===== src/rtl/hyst_pkg.sv =====
// Shared state encoding and default widths for the hysteresis shaper and its period meter.
package hyst_pkg;

    localparam int DATA_W_DEF  = 8;
    localparam int DWELL_W_DEF = 4;
    localparam int PER_W_DEF   = 16;

    typedef enum logic [1:0] {
        LOW    = 2'd0,
        ARM_HI = 2'd1,
        HIGH   = 2'd2,
        ARM_LO = 2'd3
    } hyst_state_t;

    // HIGH and ARM_LO both sit on the high output level.
    function automatic logic level_of(input hyst_state_t s);
        return (s == HIGH) || (s == ARM_LO);
    endfunction

endpackage


===== src/rtl/edge_period_meter.sv =====
// Measures clk cycles between successive rise events with a saturating counter.
// The first rise after reset only arms the counter.
module edge_period_meter
    import hyst_pkg::*;
#(
    parameter int PER_W = PER_W_DEF
) (
    input  logic             clk,
    input  logic             rst_,
    input  logic             rise,
    output logic [PER_W-1:0] period,
    output logic             period_valid
);

    localparam logic [PER_W-1:0] CNT_MAX = '1;
    localparam logic [PER_W-1:0] CNT_ONE = PER_W'(1);

    logic [PER_W-1:0] cnt_p0;
    logic             armed_p0;

    function automatic logic [PER_W-1:0] sat_inc(input logic [PER_W-1:0] v);
        return (v == CNT_MAX) ? v : v + CNT_ONE;
    endfunction

    always_ff @(posedge clk or posedge rst_) begin
        if (rst_) begin
            cnt_p0       <= '0;
            armed_p0     <= 1'b0;
            period       <= '0;
            period_valid <= 1'b0;
        end else begin
            period_valid <= rise && armed_p0;
            if (rise) begin
                if (armed_p0) begin
                    period <= cnt_p0;
                end
                cnt_p0   <= CNT_ONE;
                armed_p0 <= 1'b1;
            end else begin
                cnt_p0 <= sat_inc(cnt_p0);
            end
        end
    end

endmodule


===== src/rtl/hysteresis_shaper.sv =====
// Hysteresis comparator with dwell filter: turns sampled data into a debounced
// square wave with edge pulses and rise-to-rise period measurement.
module hysteresis_shaper
    import hyst_pkg::*;
#(
    parameter int DATA_W  = DATA_W_DEF,
    parameter int DWELL_W = DWELL_W_DEF,
    parameter int PER_W   = PER_W_DEF
) (
    input  logic               clk,
    input  logic               rst_,
    input  logic               in_valid,
    input  logic [DATA_W-1:0]  wave,
    input  logic [DATA_W-1:0]  thr_hi,
    input  logic [DATA_W-1:0]  thr_lo,
    input  logic [DWELL_W-1:0] dwell,
    output logic               square_wave,
    output logic               rise,
    output logic               fall,
    output logic [PER_W-1:0]   period,
    output logic               period_valid,
    output logic               cfg_err
);

    localparam logic [DWELL_W-1:0] DWELL_ONE = DWELL_W'(1);

    hyst_state_t        state_p0;
    logic [DWELL_W-1:0] cnt_p0;

    hyst_state_t        state_nx;
    logic [DWELL_W-1:0] cnt_nx;
    logic               rise_nx;
    logic               fall_nx;

    logic               above;
    logic               below;
    logic [DWELL_W-1:0] dwell_eff;
    logic [DWELL_W:0]   cnt_inc;
    logic               arm_done;

    assign above     = wave > thr_hi;
    assign below     = wave < thr_lo;
    assign dwell_eff = (dwell == '0) ? DWELL_ONE : dwell;
    assign cnt_inc   = {1'b0, cnt_p0} + (DWELL_W + 1)'(1);
    assign arm_done  = cnt_inc >= {1'b0, dwell_eff};

    // Registered cfg_err gates evaluation, so bad thresholds bite one cycle late.
    always_comb begin
        state_nx = state_p0;
        cnt_nx   = cnt_p0;
        rise_nx  = 1'b0;
        fall_nx  = 1'b0;
        if (cfg_err) begin
            cnt_nx = '0;
            if (state_p0 == ARM_HI) state_nx = LOW;
            if (state_p0 == ARM_LO) state_nx = HIGH;
        end else if (in_valid) begin
            case (state_p0)
                LOW: begin
                    if (above) begin
                        if (dwell_eff == DWELL_ONE) begin
                            state_nx = HIGH;
                            rise_nx  = 1'b1;
                        end else begin
                            state_nx = ARM_HI;
                            cnt_nx   = DWELL_ONE;
                        end
                    end
                end
                ARM_HI: begin
                    if (!above) begin
                        state_nx = LOW;
                        cnt_nx   = '0;
                    end else if (arm_done) begin
                        state_nx = HIGH;
                        cnt_nx   = '0;
                        rise_nx  = 1'b1;
                    end else begin
                        cnt_nx = cnt_inc[DWELL_W-1:0];
                    end
                end
                HIGH: begin
                    if (below) begin
                        if (dwell_eff == DWELL_ONE) begin
                            state_nx = LOW;
                            fall_nx  = 1'b1;
                        end else begin
                            state_nx = ARM_LO;
                            cnt_nx   = DWELL_ONE;
                        end
                    end
                end
                ARM_LO: begin
                    if (!below) begin
                        state_nx = HIGH;
                        cnt_nx   = '0;
                    end else if (arm_done) begin
                        state_nx = LOW;
                        cnt_nx   = '0;
                        fall_nx  = 1'b1;
                    end else begin
                        cnt_nx = cnt_inc[DWELL_W-1:0];
                    end
                end
                default: begin
                    state_nx = LOW;
                    cnt_nx   = '0;
                end
            endcase
        end
    end

    // Stage p0: FSM state and all level/edge outputs registered together.
    always_ff @(posedge clk or posedge rst_) begin
        if (rst_) begin
            state_p0    <= LOW;
            cnt_p0      <= '0;
            square_wave <= 1'b0;
            rise        <= 1'b0;
            fall        <= 1'b0;
            cfg_err     <= 1'b0;
        end else begin
            state_p0    <= state_nx;
            cnt_p0      <= cnt_nx;
            square_wave <= level_of(state_nx);
            rise        <= rise_nx;
            fall        <= fall_nx;
            cfg_err     <= thr_lo > thr_hi;
        end
    end

    // The meter sees the rise decision so period_valid lines up with rise.
    edge_period_meter #(
        .PER_W(PER_W)
    ) u_meter (
        .clk          (clk),
        .rst_         (rst_),
        .rise         (rise_nx),
        .period       (period),
        .period_valid (period_valid)
    );

endmodule


===== config.mk =====
export PLATFORM = sky130hd
export DESIGN_NAME = hysteresis_shaper
export DESIGN_NICKNAME = d
export VERILOG_FILES = /design/src/rtl/hyst_pkg.sv /design/src/rtl/edge_period_meter.sv /design/src/rtl/hysteresis_shaper.sv
export SDC_FILE = /design/constraint.sdc
export NUM_CORES = 1
export LEC_CHECK = 0
export BUFFER_PORTS_ARGS = -buffer_cell sky130_fd_sc_hd__buf_2
export CORE_MARGIN = 2
export CORE_UTILIZATION = 55
export DETAILED_ROUTE_END_ITERATION = 7
export PLACE_DENSITY = 0.77
export SLEW_MARGIN = 20
export SYNTH_ARGS = -nofsm -noshare
export SYNTH_HDL_FRONTEND = slang
export SYNTH_SLANG_ARGS = --single-unit
export TNS_END_PERCENT = 100

===== constraint.sdc =====
create_clock -name clk -period 5.2 [get_ports clk]
set_input_delay 1.04 -clock clk [delete_from_list [all_inputs] [get_ports clk]]
set_output_delay 1.04 -clock clk [all_outputs]
set_load 0.01 [all_outputs]

# == Yosys cells after proc, flatten, opt, wreduce, memory -nomap -nowiden ==
# Cells that the tools add are included.
# word_totals
register_bits,44
output_inout_bits,21
# op_classes
n_reduce_logical,7
add_sub_neg,2
order_cmp,4
eq_ne,10
muxes,37
# op_table
operator,n
two-way mux 4 bit,9
two-way mux 16 bit,2
two-way mux 2 bit,12
adder 16 x 1 -> 16 bit (second input constant),1
equality test 16 bit (second input constant),1
greater-than comparator 8 bit,2
case mux 4 bit (4 select lines),1
two-way mux 1 bit,10
equality test 2 bit (second input constant),4
less-than comparator 8 bit,1
case mux 2 bit (4 select lines),1
inequality test 3 bit (second input constant),2
adder 4 x 1 -> 5 bit (second input constant),1
greater-or-equal comparator 5 x 4 -> 1 bit,1
equality test 4 x 1 -> 1 bit (second input constant),1
logical NOT 4 bit,1
case mux 1 bit (2 select lines),2
AND reduction 3 bit,1
equality test 2 x 1 -> 1 bit (second input constant),1
logical NOT 2 bit,1
inequality test 2 bit (second input constant),1
AND reduction 2 bit,1
nonzero test 2 bit,1
logical AND 1 bit,1
logical OR 1 bit,1

# == Depth between registers and ports, before layout ==
# Gate-level depths: netlist (run 1).
# depth
depth_word,10
ltp_mapped,10
ltp_nobuf,9

# == Cells and area by module ==
# From an unflattened synthesis (run 1), not the netlist that was laid out.
# unflattened
hier_cells,263
hier_area_um2,2656.3
# by_module_without_submodules
module,n_inst,area_per_inst_um2,cells_per_inst
edge_period_meter,1,1516.5,130
hysteresis_shaper,1,1139.8,133

# == Least setup slack after synthesis (run 1) ==
# OpenSTA, ideal clock, no wires.
# synth_timing
path_kind,input -> register
startpoint,in dwell[2]
endpoint,reg u_meter.period[3]
n_path_buf,1
arrival_time_ns,3.013
stages,10
setup_time_ns,0.127
slack_ns,2.060
required_ns,5.073
path_cell_list,nor3_2 -> or2_2 -> ha_1 -> nand2b_1 -> a211oi_1 -> o21ai_2 -> nand2_2 -> nor4_4 -> buf_6 -> mux2_1
# synth_between
elab_chain_cells,9
word_cells_on_any_way,12
classes_between,order compare: 1; eq/ne: 1; mux: 8; reduce/logical: 2
# synth_rtl
item,line_no,source
from (decl),hysteresis_shaper.sv:16,"input logic [DWELL_W-1:0] dwell,"
logical NOT 4 bit,hysteresis_shaper.sv:43,assign dwell_eff = (dwell == '0) ? DWELL_ONE : dwell;
two-way mux 4 bit *,hysteresis_shaper.sv:43,
greater-or-equal comparator 5 x 4 -> 1 bit / equality test 4 x 1 -> 1 bit (equally long branches),"hysteresis_shaper.sv:45, hysteresis_shaper.sv:61",
"two-way mux 1 bit, on equally long branches","hysteresis_shaper.sv:74, hysteresis_shaper.sv:61",
"two-way mux 1 bit, on equally long branches","hysteresis_shaper.sv:71, hysteresis_shaper.sv:60",
case mux 1 bit (2 select lines) *,hysteresis_shaper.sv:58,case (state_p0)
two-way mux 1 bit *,hysteresis_shaper.sv:57,end else if (in_valid) begin
two-way mux 1 bit *,hysteresis_shaper.sv:53,if (cfg_err) begin
AND reduction 2 bit (no source line) *,n/a,
to (signal assigned),edge_period_meter.sv:35,period <= cnt_p0;
to (decl),edge_period_meter.sv:11,"output logic [PER_W-1:0] period,"
# Every way passes the cells marked *; elsewhere a longest branch is shown, timed or not.
# A chain may end at the register's enable or synchronous reset.

# == Final worst setup path (run 1) ==
# layout_timing
startpoint,in dwell[2]
endpoint,reg u_meter.period[13]
# Same word-level chain as after synthesis.

==> impl_metrics.json, run 1 <==
{
  "rows": 25,
  "arrival_ns": 3.43,
  "report.power.total_uw": 1310,
  "nets": 369,
  "drt_iter0_markers": 105,
  "cp.required_ns": 5.38,
  "rr_startpoint": "cnt_p0[0]$_DFFE_PP0P_",
  "areaGrowthSynthToFinish_pct": 17.1,
  "dp_cells": 355,
  "dp_hpwl_um": 3690,
  "final_cells": 364,
  "fp.dieH_um": 72.9,
  "critPathCaptureType": "flop",
  "final_layout_size_suffix_gt1_frac": 0.242,
  "hold_viol": 0,
  "worst-path-max-fanout": 10,
  "hold_start": "cfg_err$_DFF_PP0_",
  "cts_setup_buffers": 0,
  "holdBufCountCts": 0,
  "worst_slew_pin_slew_ns": 0.646,
  "synth_fp_nets": 313,
  "power.internal_uw": 857,
  "status": "finished, final reports clean",
  "slew_headroom": 0.569,
  "antenna_cells": 0,
  "max_cap_viol_count": 0,
  "setup_tns_ns": 0,
  "core-area_um2": 4660,
  "overflow": 0,
  "synthFlopType": "dfrtp_1",
  "root_buffer": "clkbuf_8",
  "grt_max_degree": 45,
  "synthCells": 253,
  "drc": 0,
  "dieArea_um2": 5310,
  "num_vias": 2028,
  "wl_per_cell_um": 13.1,
  "cts_tree": "built",
  "period_needed_ns": 3.24,
  "postSynthAreaPerCell_um2": 10.3,
  "boundaryPins": 52,
  "crit_start": "dwell[2]",
  "p_leak_uw": 0.00156,
  "cts_sinks": 44,
  "grt_pass1_wl_um": 8050,
  "clk_pin_slew_ns": 0.08,
  "cts_made_buffers": 5,
  "rsz0062_at_grt": "false",
  "min_path_type": "reg2reg",
  "finClkSkew_ns": 0.00732,
  "fillers": 389,
  "path_class": "in2reg",
  "post_drt_via_cell_ratio": 5.57,
  "p_sw_frac": 0.347,
  "power_frac_comb": 0.326,
  "port_buffers": 51,
  "synthesis.area_um2": 2610,
  "power.density_nw_per_um2": 429,
  "grt_usage": 0.192,
  "clkPwrFrac": 0.213,
  "grt_pass1_vias": 1905,
  "synth_edf_count": 0,
  "ys_types": 44,
  "wl_um": 4760,
  "dieWidth_um": 72.9,
  "insertion_delay_ns": 0.30,
  "cts_resized": 0,
  "clk_path_buf_depth": 2,
  "drtAntennaViolNets": 0,
  "grt_antenna_before_repair": 0,
  "finish.utilization": 0.656,
  "fmax_ghz": 0.308,
  "crit_path_start_kind": "primary input",
  "yosys_warnings": 0,
  "period_share": 0.624,
  "setup_viol": 0,
  "yosysSeqAreaShare": 0.422,
  "drv_slew": 0,
  "pwr-share-seq": 0.460,
  "power_switching_uw": 455,
  "synth-async-reset-ratio": 1.00,
  "initial_core_util": 0.560,
  "ctsHtreeMaxLevel": 2,
  "routabilityCongestion": 0.759,
  "firstDrtPassIters": 4,
  "synth_seq_cells": 44,
  "vdd_drop_max_uv": 152
}
## final cells by class
cell class | count | area, um2 | share of cell area
Clock buffer | 7 | 96.3 | 0.0315
Clock inverter | 1 | 30.0 | 0.00982
Inverter | 22 | 82.6 | 0.0270
Multi-Input combinational cell | 183 | 1410 | 0.460
Sequential cell | 44 | 1100 | 0.360
Tap cell | 54 | 67.6 | 0.0221
Timing Repair Buffer | 53 | 274 | 0.0896
## final timing paths
| path | end | slack, ns | cells past startpoint |
|---|---|---|---|
| worst max-delay path | u_meter.period[13]$_DFFE_PP0P_ | 1.96 | 11 |
| worst min-delay path | state_p0[0]$_DFF_PP0_ | 0.47 | 1 |
| worst min register to register | state_p0[0]$_DFF_PP0_ | 0.47 | 1 |
| worst max register to register | u_meter.period[13]$_DFFE_PP0P_ | 2.35 | 10 |
| max in group asynchronous | u_meter.period[12]$_DFFE_PP0P_ | 3.96 | 3 |
| min in group asynchronous | cnt_p0[1]$_DFFE_PP0P_ | 0.86 | 3 |
## cells by family after synthesis
family	after synthesis	share of synthesized area
fa+ha+maj	29	0.139
simple gates	74	0.153
flops	44	0.422
compound gates	51	0.132
mux	17	0.0729
buf+inv	26	0.0407
xor+xnor	12	0.0403
## per-layer routing
| layer | wire (um) | GRT usage |
|---|---|---|
| met1 | 2250 | 0.245 |
| met2 | 2270 | 0.328 |
| met3 | 180 | 0.0401 |
| met4 | 63 | 0.0556 |
| met5 | 0 | 0 |
## registers in the layout (all words and copies together), names as in the netlist
name                  cells
u_meter.cnt_p0           16
u_meter.period           16
cnt_p0                    4
state_p0                  2
cfg_err                   1
fall                      1
rise                      1
square_wave               1
u_meter.armed_p0          1
u_meter.period_valid      1
## power groups by stage
stage | registers [uW] | logic (uW) | clock network [uW]
2_1_floorplan | 610 | 273 | 0
5_1_grt | 625 | 486 | 298
6_report | 604 | 428 | 280
3_5_place_dp | 609 | 428 | 0
4_1_cts | 602 | 432 | 284
3_3_place_gp | 603 | 412 | 0
## cell usage in the layout (no fill, tap or decap), drive strengths merged
master | netlist | final
a2111oi | 1 | 1
a211oi | 4 | 4
a21o | 4 | 4
a21oi | 15 | 15
a22o | 4 | 4
a311oi | 1 | 1
a31oi | 2 | 2
and2 | 1 | 1
and4 | 4 | 4
buf | 2 | 53
bufinv | 0 | 1
clkbuf | 2 | 7
dfrtp | 44 | 44
ha | 29 | 29
inv | 22 | 22
mux2 | 16 | 16
mux2i | 1 | 1
nand2 | 12 | 12
nand2b | 9 | 9
nand3 | 8 | 8
nand3b | 1 | 1
nand4 | 7 | 7
nor2 | 21 | 21
nor2b | 3 | 3
nor3 | 4 | 4
nor4 | 1 | 1
o211ai | 1 | 1
o21a | 4 | 4
o21ai | 8 | 8
o22a | 2 | 2
o22ai | 2 | 2
o311a | 1 | 1
o31a | 1 | 1
o31ai | 1 | 1
or2 | 1 | 1
or3 | 1 | 1
or4 | 1 | 1
xnor2 | 4 | 4
xor2 | 8 | 8
## worst max-delay path, stage by stage
cell	delay [ns]
buf_2	0.11
nor3_2	0.06
or2_2	0.27
ha_1	0.27
nand2b_1	0.09
a211oi_1	0.08
o21ai_2	0.28
nand2_2	0.19
nor4_4	0.46
buf_6	0.24
mux2_2	0.34
## cell usage after synthesis, types with 4 or more instances
cell      number  area (um2)
inv_1         22        82.6
o21ai_0        6        30.0
a21o_1         4        30.0
o21a_1         4        30.0
nand3_1        8        40.0
a211oi_1       4        30.0
a22o_1         4        35.0
nor2_1        21        78.8
xor2_1         8        70.1
ha_1          29         363
xnor2_1        4        35.0
nand2_1       11        41.3
a21oi_1       15        75.1
dfrtp_1       44        1100
mux2_1         9         101
mux2_2         7        78.8
and4_1         4        35.0
nand2b_1       9        56.3
nand4_1        7        43.8
## through the flow
| step | instance area [um2] | hold WS (ns) | worst slack [ns] |
|---|---|---|---|
| after floorplan | 2610 | 0.457 | 2.06 |
| after global placement | 2920 | 0.454 | 1.50 |
| after detailed placement | 2920 | 0.460 | 1.41 |
| after CTS | 3040 | 0.472 | 1.72 |
| after global routing | 3060 | 0.497 | 1.77 |
| final | 3060 | 0.469 | 1.96 |
(Power assumes the default switching activity.)
==> run 2: changes to the inputs <==
==> constraint.sdc (replaced) <==
create_clock -name clk -period 3.26 [get_ports clk]
set_input_delay 0.652 -clock clk [delete_from_list [all_inputs] [get_ports clk]]
set_output_delay 0.652 -clock clk [all_outputs]
set_load 0.01 [all_outputs]
==> run 2 against run 1 <==
Global-route usage is 0.13 points lower. Clock-buffer cell count grew 1. Hold slack got worse by 0.0021 ns. Critical path type is now reg2reg. Critical endpoint is now u_meter.cnt_p0[2]$_DFFE_PP0P_.
==> impl_metrics.json, run 2 (synthesis gave the netlist of run 1 again) <==
{
  "status": "finished, final reports clean",
  "worst-path-max-fanout": 16,
  "period_needed_ns": 2.82,
  "dp_hpwl_um": 3640,
  "grt_pass1_vias": 1856,
  "drtAntennaViolNets": 0,
  "cts_setup_buffers": 0,
  "final_common_cell": "buf_2",
  "fp.dieH_um": 72.9,
  "path_buf_inv": 0,
  "power.density_nw_per_um2": 660,
  "r2r-end": "u_meter.cnt_p0[2]$_DFFE_PP0P_",
  "root_buffer": "clkbuf_8",
  "clk_path_buf_depth": 2,
  "antenna_cells": 0,
  "nets": 369,
  "cts_sinks": 44,
  "num_vias": 2010,
  "vdd_drop_max_uv": 246,
  "drt_iter0_markers": 97,
  "wl_per_cell_um": 13.1,
  "rsz0062_at_grt": "false",
  "max_cap_viol_count": 0,
  "grt_antenna_before_repair": 0,
  "crit_start": "cnt_p0[0]$_DFFE_PP0P_",
  "holdBufCountCts": 0,
  "worst_path_max_delay_cell": "nor2_1",
  "post_drt_via_cell_ratio": 5.52,
  "boundaryPins": 52,
  "port_buffers": 51,
  "cts_tree": "built",
  "hold_viol": 0,
  "fin_ws_ns": 0.443,
  "drc": 0,
  "setup_tns_ns": 0,
  "setup_viol": 0,
  "finClkSkew_ns": 0.00553,
  "period_share": 0.864,
  "fillers": 381,
  "rows": 25,
  "dieArea_um2": 5310,
  "initial_core_util": 0.560,
  "worst_slew_pin_slew_ns": 1.01,
  "firstDrtPassIters": 4,
  "critPathCaptureType": "flop",
  "p_leak_uw": 0.00154,
  "reg2reg_slack_ns": 0.44,
  "min_path_type": "in2async",
  "grt_max_degree": 45,
  "report.power.total_uw": 1990,
  "areaGrowthSynthToFinish_pct": 15.5,
  "fmax_ghz": 0.355,
  "final_cell_mix": "buf_2, dfrtp_1, ha_1",
  "wl_um": 4760,
  "clk_pin_slew_ns": 0.08,
  "cts_resized": 0,
  "dp_slack_ns": 0.125,
  "core-area_um2": 4660,
  "path_class": "reg2reg",
  "ctsHtreeMaxLevel": 2,
  "final_layout_size_suffix_gt1_frac": 0.232,
  "critPathMaxStageDelay_ns": 0.81,
  "finish.utilization": 0.647,
  "slew_headroom": 0.325,
  "crit_family": "simple AND/OR/NAND/NOR gates",
  "overflow": 0,
  "crit_top_cell": "ha_1",
  "rr_startpoint": "cnt_p0[0]$_DFFE_PP0P_",
  "crit_path_end": "u_meter.cnt_p0[2]$_DFFE_PP0P_",
  "routabilityCongestion": 0.780,
  "crit_path_start_kind": "flop",
  "r2r_cells": 9,
  "worstPathCellList": "ha_1 -> nand2b_1 -> nand2_1 -> ha_1 -> o21ai_0 -> o21ai_2 -> nand2_2 -> nor2_1 -> nor3_1",
  "cts_made_buffers": 5,
  "drv_slew": 0,
  "grt_usage": 0.190,
  "insertion_delay_ns": 0.29,
  "arrival_ns": 2.95,
  "top_regs": "u_meter.cnt_p0 x16, u_meter.period x16, cnt_p0 x4",
  "cp.required_ns": 3.40,
  "crit_cells": 9,
  "dieWidth_um": 72.9,
  "grt_pass1_wl_um": 7880
}
-- run 2: how the worst min path moves through the flow --
stage | startpoint | endpoint | slack, ns
final | rst_ | cnt_p0[2]$_DFFE_PP0P_ | 0.47
after global routing | cfg_err$_DFF_PP0_ | state_p0[0]$_DFF_PP0_ | 0.49
after CTS | cfg_err$_DFF_PP0_ | state_p0[0]$_DFF_PP0_ | 0.48
after detailed placement | cfg_err$_DFF_PP0_ | state_p0[0]$_DFF_PP0_ | 0.46
after global placement | cfg_err$_DFF_PP0_ | state_p0[0]$_DFF_PP0_ | 0.46
after floorplan | u_meter.armed_p0$_DFFE_PP0P_ | u_meter.armed_p0$_DFFE_PP0P_ | 0.46
-- run 2: tightest hold or removal path: stages --
cell and delay [ns]:
buf_2 0.09, inv_1 0.04, buf_4 0.44
-- run 2: area by class of cell --
cell class              instances  area, um2  share of cell area
clock buffers                   8       90.1              0.0299
inverters                      22       82.6              0.0274
multi-input cells             183       1400               0.465
flip-flops and latches         44       1100               0.365
well taps                      54       67.6              0.0224
repair buffers                 53        270              0.0897
-- run 2: stage by stage --
stage / area [um2] / hold slack [ns] / std cells
after detailed placement: 2920 / 0.463 / 356
after global placement: 2920 / 0.458 / 356
after CTS: 3010 / 0.477 / 364
after global routing: 3010 / 0.495 / 364
final: 3010 / 0.467 / 364
after floorplan: 2610 / 0.457 / 253
-- run 2: metal layers --
layer / vias up / global-route usage / share of wire
li1: 1015 / - / -
met1: 923 / 0.238 / 0.45
met2: 70 / 0.330 / 0.49
met3: 2 / 0.0373 / 0.054
met4: 0 / 0.0617 / 0.0053
met5: - / 0 / 0
-- run 2: report_power, final --
group          leakage, uW  switching, uW  internal, uW
sequential        0.000556            205           759
clock            0.0000455            172           173
combinational     0.000935            341           338
total              0.00154            718          1270
==> run 3: changes to the inputs <==
--- a/config.mk
+++ b/config.mk
@@ -5,7 +5,8 @@
 export SDC_FILE = /design/constraint.sdc
 export NUM_CORES = 1
 export LEC_CHECK = 0
-export BUFFER_PORTS_ARGS = -buffer_cell sky130_fd_sc_hd__buf_2
+export BUFFER_PORTS_ARGS = -buffer_cell sky130_fd_sc_hd__buf_4
+export CAP_MARGIN = 15
 export CORE_MARGIN = 2
 export CORE_UTILIZATION = 55
 export DETAILED_ROUTE_END_ITERATION = 7
==> constraint.sdc (replaced) <==
create_clock -name clk -period 3.11 [get_ports clk]
set_input_delay 0.622 -clock clk [delete_from_list [all_inputs] [get_ports clk]]
set_output_delay 0.622 -clock clk [all_outputs]
set_load 0.01 [all_outputs]
==> run 3 against run 2 <==
Final cell count rose by 0.55%. Largest cell class unchanged. Sequential cell count did not move. Wire length rose by 3.7%. Combinational power rose by 16%. Sequential share of layout area fell by 2.0 points. Maximum frequency rose by 4.0%. Utilization rose by 3.7 points. Global-route usage rose by 1.4 points. Die area did not move. Cell area rose by 5.8%. Clock skew rose by 0.0021 ns. Hold slack got worse by 0.054 ns.
==> impl_metrics.json, run 3 (synthesis gave the netlist of run 1 again) <==
{
  "status": "finished, final reports clean",
  "clk_path_buf_depth": 2,
  "holdBufCountCts": 0,
  "wl_um": 4940,
  "cts_resized": 0,
  "fillers": 384,
  "dpl_cell_area_um2": 3070,
  "grt_max_degree": 28,
  "clk_pin_slew_ns": 0.08,
  "max_cap_viol_count": 0,
  "arrival_ns": 2.85,
  "period_needed_ns": 2.71,
  "post-route-cell-area_um2": 3190,
  "power.density_nw_per_um2": 707,
  "slew_headroom": 0.318,
  "grt_usage": 0.204,
  "power_switching_uw": 772,
  "setup_tns_ns": 0,
  "nets": 371,
  "clkPwrFrac": 0.200,
  "worst-path-max-fanout": 16,
  "cts_made_buffers": 5,
  "rsz0062_at_grt": "false",
  "cts_setup_buffers": 0,
  "drtAntennaViolNets": 0,
  "min_path_type": "in2async",
  "worst_slew_pin_slew_ns": 1.02,
  "cts_tree": "built",
  "cts_sinks": 44,
  "final_layout_size_suffix_gt1_frac": 0.244,
  "dp_hpwl_um": 3990,
  "crit_path_start_kind": "flop",
  "pwr-share-seq": 0.451,
  "setup_viol": 0,
  "r2r_cells": 9,
  "areaGrowthSynthToFinish_pct": 22.1,
  "firstDrtPassIters": 4,
  "initial_core_util": 0.560,
  "hold_viol": 0,
  "drt_iter0_markers": 153,
  "grt_pass1_vias": 1969,
  "antenna_cells": 0,
  "p_sw_frac": 0.342,
  "finish.utilization": 0.684,
  "wl_per_cell_um": 13.5,
  "path_buf_inv": 0,
  "core-area_um2": 4660,
  "post_drt_via_cell_ratio": 5.55,
  "cp.required_ns": 3.25,
  "grt_antenna_before_repair": 0,
  "report.power.total_uw": 2260,
  "power_frac_comb": 0.349,
  "root_buffer": "clkbuf_8",
  "top_regs": "u_meter.cnt_p0 x16, u_meter.period x16, cnt_p0 x4",
  "p_leak_uw": 0.00159,
  "path_class": "reg2reg",
  "insertion_delay_ns": 0.30,
  "power.internal_uw": 1480,
  "boundaryPins": 52,
  "ctsHtreeMaxLevel": 2,
  "critPathMaxStageDelay_ns": 0.79,
  "routabilityCongestion": 0.762,
  "final_common_cell": "buf_4",
  "dieWidth_um": 72.9,
  "crit_family": "simple AND/OR/NAND/NOR gates",
  "period_share": 0.871,
  "drv_slew": 0,
  "dieArea_um2": 5310,
  "drc": 0,
  "final_cell_mix": "buf_4, dfrtp_1, ha_1",
  "vdd_drop_max_uv": 249,
  "overflow": 0,
  "crit_cells": 9,
  "finClkSkew_ns": 0.00765,
  "crit_top_cell": "ha_1",
  "rows": 25,
  "critPathCaptureType": "flop",
  "fp.dieH_um": 72.9,
  "worst_path_max_delay_cell": "nor2_1",
  "grt_pass1_wl_um": 8490,
  "port_buffers": 51,
  "worstPathCellList": "ha_1 -> nand2b_1 -> nand2_1 -> ha_1 -> o21ai_0 -> o21ai_2 -> nand2_2 -> nor2_1 -> nor3_1",
  "num_vias": 2033,
  "fmax_ghz": 0.369
}
==> run 3: cell types whose count changed in the layout (fill, tap and decap cells not counted), sizes merged <==
cell	delta
inv	-1
buf	+2
bufinv	+1
clkbuf	-2
clkinv	+2
==> run 3: power by group through the flow <==
stage	sequential, uW	clock (uW)	combinational, uW
6_report	1020	451	788
4_1_cts	1020	462	797
5_1_grt	1060	483	884
2_1_floorplan	1020	0	456
3_5_place_dp	1030	0	791
3_3_place_gp	1010	0	766
==> run 3: stage by stage <==
step | std cells | hold slack (ns) | setup WS, ns
detailed placement | 358 | 0.470 | 0.149
floorplan | 253 | 0.457 | 0.388
CTS | 366 | 0.485 | 0.406
global route | 366 | 0.462 | 0.143
global placement | 358 | 0.466 | 0.225
finish | 366 | 0.413 | 0.402
==> run 3: layout make-up <==
| cell class | count | area (um2) | share of cell area |
|---|---|---|---|
| clock inverters | 2 | 38.8 | 0.0122 |
| clock buffers | 6 | 82.6 | 0.0259 |
| inverters | 22 | 82.6 | 0.0259 |
| flip-flops and latches | 44 | 1100 | 0.345 |
| repair buffers | 55 | 413 | 0.130 |
| well taps | 54 | 67.6 | 0.0212 |
| multi-input cells | 183 | 1400 | 0.440 |
==> run 3: worst paths after layout <==
| path | startpoint | to | slack, ns |
|---|---|---|---|
| min in group clk | cfg_err$_DFF_PP0_ | state_p0[0]$_DFF_PP0_ | 0.48 |
| setup / recovery | cnt_p0[0]$_DFFE_PP0P_ | u_meter.cnt_p0[2]$_DFFE_PP0P_ | 0.40 |
| setup reg to reg | cnt_p0[0]$_DFFE_PP0P_ | u_meter.cnt_p0[2]$_DFFE_PP0P_ | 0.40 |
| hold reg to reg | cfg_err$_DFF_PP0_ | state_p0[0]$_DFF_PP0_ | 0.48 |
| max in group asynchronous | rst_ | state_p0[1]$_DFF_PP0_ | 2.09 |
| hold / removal | rst_ | u_meter.period[6]$_DFFE_PP0P_ | 0.41 |
==> run 3: metal layers <==
metal  global-route usage  wire, um  part of all wire
met3               0.0373       235             0.048
met5                    0         0                 0
met2                0.349      2430              0.49
met4               0.0700        87             0.018
met1                0.260      2180              0.44
